<file path="src/rtl/alu_dec_pkg.sv">
// Shared types and constants for the sequential decrement unit.
package alu_dec_pkg;

  localparam int ALU_DEC_WIDTH = 8;

  typedef enum logic [1:0] {
    IDLE  = 2'd0,
    COUNT = 2'd1,
    DONE  = 2'd2
  } dec_state_t;

endpackage

</file>
<file path="src/rtl/alu_dec_step.sv">
// Single-step decrementer: value-1 with borrow at zero, optionally clamped at zero.
module alu_dec_step
  import alu_dec_pkg::*;
#(
  parameter int WIDTH = ALU_DEC_WIDTH
) (
  input  logic [WIDTH-1:0] value_i,
  input  logic             sat_en_i,
  output logic [WIDTH-1:0] value_o,
  output logic             borrow_o
);

  localparam logic [WIDTH-1:0] ONE = WIDTH'(1);

  // Borrow whenever we step down from zero; saturation only changes the value.
  always_comb begin
    borrow_o = (value_i == '0);
    if (borrow_o && sat_en_i) value_o = '0;
    else                      value_o = value_i - ONE;
  end

endmodule

</file>
<file path="src/rtl/alu_decrement.sv">
// Sequential decrement unit: accepts (operand, steps), decrements once per
// clock, then holds the result with borrow/zero flags until consumed.
// Build option: ALU_DEC_SATURATE_EN clamps the accumulator at zero instead of
// wrapping (borrow is reported either way).
//
//   state | meaning
//   IDLE  | waiting for an operand/step pair, in_ready high
//   COUNT | applying one decrement per cycle until remaining reaches zero
//   DONE  | result registered and presented, out_valid high until out_ready
module alu_decrement
  import alu_dec_pkg::*;
#(
  parameter int WIDTH = ALU_DEC_WIDTH
) (
  input  logic             clk,
  input  logic             rst_n,
  input  logic             in_valid,
  output logic             in_ready,
  input  logic [WIDTH-1:0] in_a,
  input  logic [WIDTH-1:0] in_steps,
  output logic             out_valid,
  input  logic             out_ready,
  output logic [WIDTH-1:0] out_y,
  output logic             out_borrow,
  output logic             out_zero
);

  localparam logic [WIDTH-1:0] ONE = WIDTH'(1);

`ifdef ALU_DEC_SATURATE_EN
  localparam logic SAT_EN = 1'b1;
`else
  localparam logic SAT_EN = 1'b0;
`endif

  dec_state_t       state_q, state_d;
  logic [WIDTH-1:0] acc_q, acc_d;
  logic [WIDTH-1:0] rem_q, rem_d;
  logic             borrow_q, borrow_d;
  logic [WIDTH-1:0] y_q, y_d;
  logic             oborrow_q, oborrow_d;
  logic             ozero_q, ozero_d;
  logic             in_ready_q, in_ready_d;
  logic             out_valid_q, out_valid_d;

  logic [WIDTH-1:0] step_y;
  logic             step_b;

  alu_dec_step #(.WIDTH(WIDTH)) u_step (
    .value_i  (acc_q),
    .sat_en_i (SAT_EN),
    .value_o  (step_y),
    .borrow_o (step_b)
  );

  // Next-state and datapath updates; result registers load only on entry to DONE.
  always_comb begin
    state_d   = state_q;
    acc_d     = acc_q;
    rem_d     = rem_q;
    borrow_d  = borrow_q;
    y_d       = y_q;
    oborrow_d = oborrow_q;
    ozero_d   = ozero_q;
    case (state_q)
      IDLE: begin
        if (in_valid && in_ready_q) begin
          acc_d    = in_a;
          rem_d    = in_steps;
          borrow_d = 1'b0;
          if (in_steps != '0) begin
            state_d = COUNT;
          end else begin
            state_d   = DONE;
            y_d       = in_a;
            oborrow_d = 1'b0;
            ozero_d   = (in_a == '0);
          end
        end
      end
      COUNT: begin
        acc_d    = step_y;
        rem_d    = rem_q - ONE;
        borrow_d = borrow_q | step_b;
        if (rem_q == ONE) begin
          state_d   = DONE;
          y_d       = step_y;
          oborrow_d = borrow_q | step_b;
          ozero_d   = (step_y == '0);
        end
      end
      DONE: begin
        if (out_ready) state_d = IDLE;
      end
      default: state_d = IDLE;
    endcase
    // Handshake flags are registered from the next state so they never see inputs combinationally.
    in_ready_d  = (state_d == IDLE);
    out_valid_d = (state_d == DONE);
  end

  // State and output registers with synchronous active-low reset.
  always_ff @(posedge clk) begin
    if (!rst_n) begin
      state_q     <= IDLE;
      acc_q       <= '0;
      rem_q       <= '0;
      borrow_q    <= 1'b0;
      y_q         <= '0;
      oborrow_q   <= 1'b0;
      ozero_q     <= 1'b0;
      in_ready_q  <= 1'b1;
      out_valid_q <= 1'b0;
    end else begin
      state_q     <= state_d;
      acc_q       <= acc_d;
      rem_q       <= rem_d;
      borrow_q    <= borrow_d;
      y_q         <= y_d;
      oborrow_q   <= oborrow_d;
      ozero_q     <= ozero_d;
      in_ready_q  <= in_ready_d;
      out_valid_q <= out_valid_d;
    end
  end

  assign in_ready   = in_ready_q;
  assign out_valid  = out_valid_q;
  assign out_y      = y_q;
  assign out_borrow = oborrow_q;
  assign out_zero   = ozero_q;

endmodule
</file>
<file path="config.mk">
export PLATFORM = sky130hd
export DESIGN_NAME = alu_decrement
export DESIGN_NICKNAME = d
export VERILOG_FILES = /design/src/rtl/alu_dec_pkg.sv /design/src/rtl/alu_dec_step.sv /design/src/rtl/alu_decrement.sv
export SDC_FILE = /design/constraint.sdc
export NUM_CORES = 1
export LEC_CHECK = 0
export BUFFER_PORTS_ARGS = -buffer_cell sky130_fd_sc_hd__buf_2
export CORE_MARGIN = 5
export CORE_UTILIZATION = 58
export CTS_CLUSTER_SIZE = 16
export DETAILED_ROUTE_END_ITERATION = 16
export HOLD_SLACK_MARGIN = 0.1
export PLACE_DENSITY = 0.84
export SETUP_SLACK_MARGIN = 0.3
export SYNTH_ARGS = -nofsm -noshare
export SYNTH_HDL_FRONTEND = slang
export SYNTH_SLANG_ARGS = --single-unit
</file>
<file path="constraint.sdc">
create_clock -name clk -period 3.2 [get_ports clk]
set_input_delay 0 -clock clk [delete_from_list [all_inputs] [get_ports clk]]
set_output_delay 0 -clock clk [all_outputs]
set_load 0.005 [all_outputs]
</file>
==> impl_metrics.env, run 1 <==
export IMPL_rrSetupSlack_ns=0.69
export IMPL_worstSetupStartpointType="primary input"
export IMPL_end_kind="flop"
export IMPL_cts_tree="built"
export IMPL_rows=19
export IMPL_p_comb_share_pct=28.4
export IMPL_rsz0062_at_grt="false"
export IMPL_layout_min_cycle_time_ns=2.58
export IMPL_grt_pass1_vias=1495
export IMPL_areaGrowthSynthToFinish_pct=24.8
export IMPL_track_usage_pct=21.6
export IMPL_yosysTopAreaCell="dfxtp_1"
export IMPL_maxSlewViolCount=0
export IMPL_syn_inst=201
export IMPL_p_int_w=0.000646
export IMPL_slowest_delay_ns=0.59
export IMPL_coreArea_sq_mm=0.00269
export IMPL_hold_start="in_valid"
export IMPL_hp_class="in -> reg"
export IMPL_start_util_pct=59.2
export IMPL_whs_ns=0.200
export IMPL_worstPathMaxFanout=3
export IMPL_die_x_microns=62.4
export IMPL_worstPathRequired_ns=3.49
export IMPL_antenna_cells=0
export IMPL_grt_start_max_net_pins=25
export IMPL_placed_area_sq_mm=0.00172
export IMPL_outcome="finished clean"
export IMPL_synth_seq_cells=31
export IMPL_cts_root_buffer="clkbuf_4"
export IMPL_worst_slack_ns=0.617
export IMPL_netlist_area_leader_share_pct=39.0
export IMPL_clockBufferDepth=2
export IMPL_p_switching_w=0.000331
export IMPL_vias=1617
export IMPL_die_area_sq_mm=0.00389
export IMPL_fin_setup_tns_ns=0
export IMPL_synth_warning_count=0
export IMPL_firstDrtPassIters=4
export IMPL_syn_nets=226
export IMPL_nets=274
export IMPL_critPathKind="in -> reg"
export IMPL_power_density_mw_per_mm2=492
export IMPL_remaining_drc_errors=0
export IMPL_drt_wl_total_mm=4.09
export IMPL_min_path_cells=4
export IMPL_wl_per_cell_microns=14.6
export IMPL_cp_arrival_ns=2.87
export IMPL_drt_iter0_markers=91
export IMPL_seq_power_share_pct=47.5
export IMPL_place_hpwl_mm=2.64
export IMPL_hold_viol_final=0
export IMPL_clk_latency_ns=0.34
export IMPL_htree_levels=2
export IMPL_setup_viol=0
export IMPL_skew_ns=0.0153
export IMPL_cts_sinks=31
export IMPL_gp_congestion=0.861
export IMPL_path_cells="dlygate4sd3_1, buf_2, nor4_1, dlygate4sd3_1, nand3_1, dlygate4sd3_1, a31oi_1, dlygate4sd3_1"
export IMPL_fmax_mhz=387
export IMPL_fin_area_sq_mm=0.00199
export IMPL_overflow=0
export IMPL_ys_types=45
export IMPL_pwr_share_clk_pct=24.2
export IMPL_leakage_nw=0.828
export IMPL_seq_area_frac_synth_pct=39.0
export IMPL_switching_share_pct=33.9
export IMPL_viasPerCell=5.78
export IMPL_antenna_found_initial=0
export IMPL_tightest_slew_ns=0.846
export IMPL_maxCapViolations=0
export IMPL_crit_slowest_cell="dlygate4sd3_1"
export IMPL_cts_reportedPaths_clkPinSlew_ns=0.10
export IMPL_r2r_start="state_q[1]$_SDFF_PN0_"
export IMPL_dpl_worst_slack_ns=1.16
export IMPL_io_pins=32
export IMPL_postLayoutCoreUtil_pct=74.0
export IMPL_peakVddDrop_mv=0.479
export IMPL_max_slew_margin_rel_pct=43.5
export IMPL_ant_nets=0
export IMPL_synth_area_sq_mm=0.00159
export IMPL_yosys_top_cells_area="dfxtp_1, nor2_1, nand2_1"
export IMPL_reg2reg_depth=5
export IMPL_r2r_end="out_zero$_SDFFE_PN0P_"
export IMPL_drive_above_1_share_pct=18.5
export IMPL_timing_final_crit_share_pct=80.7
export IMPL_port_buffers=31
export IMPL_syn_area_per_cell_sq_um=7.92
export IMPL_grt_first_pass_wirelength_mm=6.84
export IMPL_crit_top_cell="dlygate4sd3_1"
export IMPL_numCtsBuffers=5
export IMPL_holdPathEnd="borrow_q$_SDFFE_PN0P_"
export IMPL_die_h_microns=62.4
## Yosys cell counts, drive strengths merged
| library cell | number |
|---|---|
| nor2 | 32 |
| dfxtp | 31 |
| nand2 | 23 |
| a21oi | 16 |
| nand3 | 9 |
| o21ai | 8 |
| a31oi | 7 |
| clkbuf | 7 |
| inv | 7 |
| nor3 | 7 |
| ha | 5 |
| buf | 4 |
| mux2i | 4 |
| nor4 | 4 |
| or4 | 4 |
| a221oi | 3 |
| o22ai | 3 |
| a2111oi | 2 |
| a211oi | 2 |
| and3 | 2 |
| nand2b | 2 |
| nor2b | 2 |
| o31ai | 2 |
| xnor2 | 2 |
| a22oi | 1 |
| a2bb2o | 1 |
| a311oi | 1 |
| and3b | 1 |
| nand3b | 1 |
| nand4 | 1 |
| nor3b | 1 |
| nor4b | 1 |
| o41ai | 1 |
| or2 | 1 |
| or3 | 1 |
| or3b | 1 |
| xor2 | 1 |
## layout make-up
type,count,area (sq um)
multi-input combinational,152,880
fill,214,699
sequential,31,621
timing repair buffer,52,365
clock buffer,6,51.3
tap,31,38.8
inverter,7,26.3
clock inverter,1,5.00
## cells by family after synthesis
family | after synthesis | synth area share, %
adder cells (fa/ha/maj) | 5 | 3.93
multiplexers | 4 | 2.52
flip-flops | 31 | 39.0
AND/OR/NAND/NOR | 93 | 28.0
buffers and inverters | 18 | 5.74
XOR/XNOR | 3 | 1.65
AO/OA/AOI/OAI | 47 | 19.2
## layer usage
| metal | share of wire [%] | global-route usage, % | vias up |
|---|---|---|---|
| met4 | 1.6 | 8.75 | 0 |
| li1 | - | - | 813 |
| met2 | 46 | 33.4 | 61 |
| met3 | 7.2 | 6.29 | 8 |
| met1 | 45 | 28.1 | 735 |
| met5 | 0 | 0 | - |
## power by group through the flow
stage | Sequential [W] | Clock (W) | Combinational [W]
3_3_place_gp | 0.000471 | 0 | 0.000248
4_1_cts | 0.000463 | 0.000241 | 0.000271
3_5_place_dp | 0.000472 | 0 | 0.000251
5_1_grt | 0.000471 | 0.000260 | 0.000307
2_1_floorplan | 0.000458 | 0 | 0.000206
6_report | 0.000464 | 0.000236 | 0.000277
## how the worst max path moves through the flow
| stage | start | end | slack [ns] | depth (start not counted) |
|---|---|---|---|---|
| floorplan | acc_q[2]$_SDFFE_PN0P_ | out_y[7]$_SDFFE_PN0P_ | 1.47 | 6 |
| global placement | state_q[0]$_SDFF_PN0_ | rem_q[4]$_SDFFE_PN0P_ | 1.25 | 5 |
| detailed placement | state_q[0]$_SDFF_PN0_ | rem_q[4]$_SDFFE_PN0P_ | 1.16 | 5 |
| CTS | in_a[6] | out_zero$_SDFFE_PN0P_ | 0.66 | 8 |
| global route | state_q[1]$_SDFF_PN0_ | out_zero$_SDFFE_PN0P_ | 0.43 | 5 |
| finish | in_a[1] | out_zero$_SDFFE_PN0P_ | 0.62 | 8 |
## sequential cells by signal, summed over array words and instances (netlist names)
register,count
out_valid,1
borrow_q,1
out_borrow,1
out_zero,1
rem_q,8
out_y,8
acc_q,8
state_q,2
in_ready,1
## cell usage in the layout, fill, tap and decap left out, drive strengths merged, types with 2 or more instances in the layout
cell	n
a211oi	2
nand2b	2
dfxtp	31
inv	7
nand2	23
nor2b	2
ha	5
nor3	7
mux2i	4
o21ai	8
o22ai	3
a2111oi	2
or4	4
a221oi	3
o31ai	2
nor2	32
nand3	9
buf	31
nor4	4
and3	2
a21oi	16
dlygate4sd3	21
xnor2	2
a31oi	7
clkbuf	6
## worst max-delay path: cells and delay by family
family	cells	cell delay, ns
and+or+nand+nor	2	0.29
buffers and inverters	5	2.43
AOI/OAI and AO/OA	1	0.15
## through the flow
step / std cells / total power [W]
3_5_place_dp: 252 / 0.000723
4_1_cts: 280 / 0.000975
5_1_grt: 280 / 0.00104
6_report: 280 / 0.000977
3_3_place_gp: 252 / 0.000719
2_1_floorplan: 201 / 0.000664
## repair_timing
| item | CTS | global route |
|---|---|---|
| resized for setup | 0 | 0 |
| endpoints found under the hold margin | 26 | 0 |
| hold buffers | 21 | 0 |
| buffers inserted | 0 | 0 |
Note: power is estimated with default switching activity, not from simulation.
==> run 2, diff against run 1 <==
CORE_UTILIZATION = 54   (was 58)
PLACE_DENSITY = 0.79   (was 0.84)
clock period = 2.4 ns   (was 3.2 ns; I/O delays follow)
==> run 2 against run 1 <==
  * First-iteration DRC count up 63%
  * Via count up 2.5%
  * Clock skew down 0.0090 ns
  * Clock-buffer cell count unchanged
  * Combinational power up 41%
  * Clock power up 12%
  * Global-route usage down 0.56 points
  * Critical path depth down 1
  * Flip-flop and latch count unchanged
  * Critical endpoint unchanged
  * Highest routed layer unchanged
==> impl_metrics.env, run 2 (synthesis gave the netlist of run 1 again) <==
export IMPL_outcome="finished clean"
export IMPL_viasPerCell=5.90
export IMPL_layout_common_cells="nor2_1, dfxtp_1, buf_2"
export IMPL_worst_path_buf_inv=4
export IMPL_cts_reportedPaths_clkPinSlew_ns=0.09
export IMPL_leakage_nw=0.826
export IMPL_coreArea_sq_mm=0.00278
export IMPL_fill_cells=231
export IMPL_crit_slowest_cell="dlygate4sd3_1"
export IMPL_end_kind="flop"
export IMPL_timing_final_crit_share_pct=82.8
export IMPL_switching_share_pct=33.8
export IMPL_wl_per_cell_microns=15.0
export IMPL_final_cells=281
export IMPL_fmax_mhz=503
export IMPL_antenna_found_initial=0
export IMPL_maxCapViolations=0
export IMPL_place_hpwl_mm=2.76
export IMPL_numCtsBuffers=5
export IMPL_seq_power_share_pct=48.6
export IMPL_cts_root_buffer="clkbuf_4"
export IMPL_die_area_sq_mm=0.00413
export IMPL_vias=1657
export IMPL_drt_iter0_markers=148
export IMPL_drive_above_1_share_pct=19.6
export IMPL_grt_first_pass_wirelength_mm=6.89
export IMPL_p_comb_share_pct=30.6
export IMPL_cts_tree="built"
export IMPL_track_usage_pct=21.1
export IMPL_layout_min_cycle_time_ns=1.99
export IMPL_maxSlewViolCount=0
export IMPL_path_cells="dlygate4sd3_1, buf_2, nor4_2, dlygate4sd3_1, nand3_1, dlygate4sd3_1, a31oi_1"
export IMPL_worstPathMaxFanout=3
export IMPL_fin_setup_tns_ns=0
export IMPL_crit_top_cell="dlygate4sd3_1"
export IMPL_areaGrowthSynthToFinish_pct=25.8
export IMPL_ant_nets=0
export IMPL_die_x_microns=64.3
export IMPL_hp_class="in -> reg"
export IMPL_slowest_delay_ns=0.58
export IMPL_p_int_w=0.000843
export IMPL_gp_congestion=1.01
export IMPL_worstPathRequired_ns=2.67
export IMPL_die_h_microns=64.3
export IMPL_postLayoutCoreUtil_pct=72.0
export IMPL_clockBufferDepth=2
export IMPL_remaining_drc_errors=0
export IMPL_max_slew_margin_rel_pct=47.0
export IMPL_seq_area_sq_um=621
export IMPL_worstSetupStartpointType="primary input"
export IMPL_port_buffers=31
export IMPL_whs_ns=0.130
export IMPL_firstDrtPassIters=5
export IMPL_cts_sinks=31
export IMPL_skew_ns=0.00631
export IMPL_grt_start_max_net_pins=25
export IMPL_setup_viol=0
export IMPL_rows=19
export IMPL_critPathTopFamily="buffers and inverters"
export IMPL_nets=276
export IMPL_antenna_cells=0
export IMPL_worst_slack_ns=0.414
export IMPL_pwr_share_clk_pct=20.7
export IMPL_placed_cells=255
export IMPL_hold_viol_final=0
export IMPL_p_switching_w=0.000431
export IMPL_start_util_pct=57.2
export IMPL_drt_wl_total_mm=4.21
export IMPL_htree_levels=2
export IMPL_io_pins=32
export IMPL_tightest_slew_ns=0.794
export IMPL_rsz0062_at_grt="false"
export IMPL_power_density_mw_per_mm2=636
export IMPL_cp_arrival_ns=2.25
export IMPL_clk_latency_ns=0.33
export IMPL_overflow=0
export IMPL_multi_input_area_sq_um=897
export IMPL_grt_pass1_vias=1468
export IMPL_critPathKind="in -> reg"
export IMPL_dpl_worst_slack_ns=0.459
export IMPL_peakVddDrop_mv=0.477
[run 2: changes by cell type in the layout (fill, tap and decap cells not counted), sizes merged]
cell	before	now
dlygate4sd3	21	20
clkinv	1	0
buf	31	34
[run 2: power groups by stage]
| stage | clock network, W | registers (W) | logic, W |
|---|---|---|---|
| floorplan | 0 | 0.000611 | 0.000275 |
| global placement | 0 | 0.000628 | 0.000349 |
| detailed placement | 0 | 0.000628 | 0.000350 |
| CTS | 0.000267 | 0.000617 | 0.000376 |
| global route | 0.000301 | 0.000628 | 0.000430 |
| finish | 0.000264 | 0.000619 | 0.000390 |
[run 2: worst paths after layout]
path | startpoint | end | slack, ns | depth (start not counted)
max | in_a[1] | out_zero$_SDFFE_PN0P_ | 0.41 | 7
min reg2reg | out_y[7]$_SDFFE_PN0P_ | out_y[7]$_SDFFE_PN0P_ | 0.47 | 2
min | in_a[6] | acc_q[6]$_SDFFE_PN0P_ | 0.13 | 5
max reg2reg | state_q[1]$_SDFF_PN0_ | out_zero$_SDFFE_PN0P_ | 0.49 | 5
[run 2: layout make-up]
type	instances	area share, %
flip-flops and latches	31	31.0
multi-input cells	152	44.8
inverters	7	1.31
clock buffers	6	2.06
repair buffers	54	18.9
well taps	31	1.94
[run 2: repair_timing]
item / CTS / global route
buffers inserted: 0 / 0
hold buffers: 20 / 0
setup endpoints to repair: 0 / 4
hold endpoints to repair: 25 / 0
resized for setup: 0 / 3
[run 2: metal layers]
metal	part of all wire [%]	vias to the layer above	global-route usage [%]	wire length [microns]
li1	-	814	-	-
met1	45	741	28.9	1910
met2	43	94	30.8	1810
met3	10	8	4.90	429
met4	1.5	0	10.2	64
met5	0	-	0	0
[run 2: worst min-delay path: stages]
cell     delay (ns)
buf_2          0.11
nor2_1         0.11
a31oi_1        0.07
nand2_1        0.06
a21oi_1        0.06
[run 2: stage by stage]
step / power (W) / cell area, sq um
floorplan: 0.000886 / 1590
global placement: 0.000977 / 1740
detailed placement: 0.000978 / 1740
CTS: 0.00126 / 1980
global route: 0.00136 / 2000
finish: 0.00127 / 2000
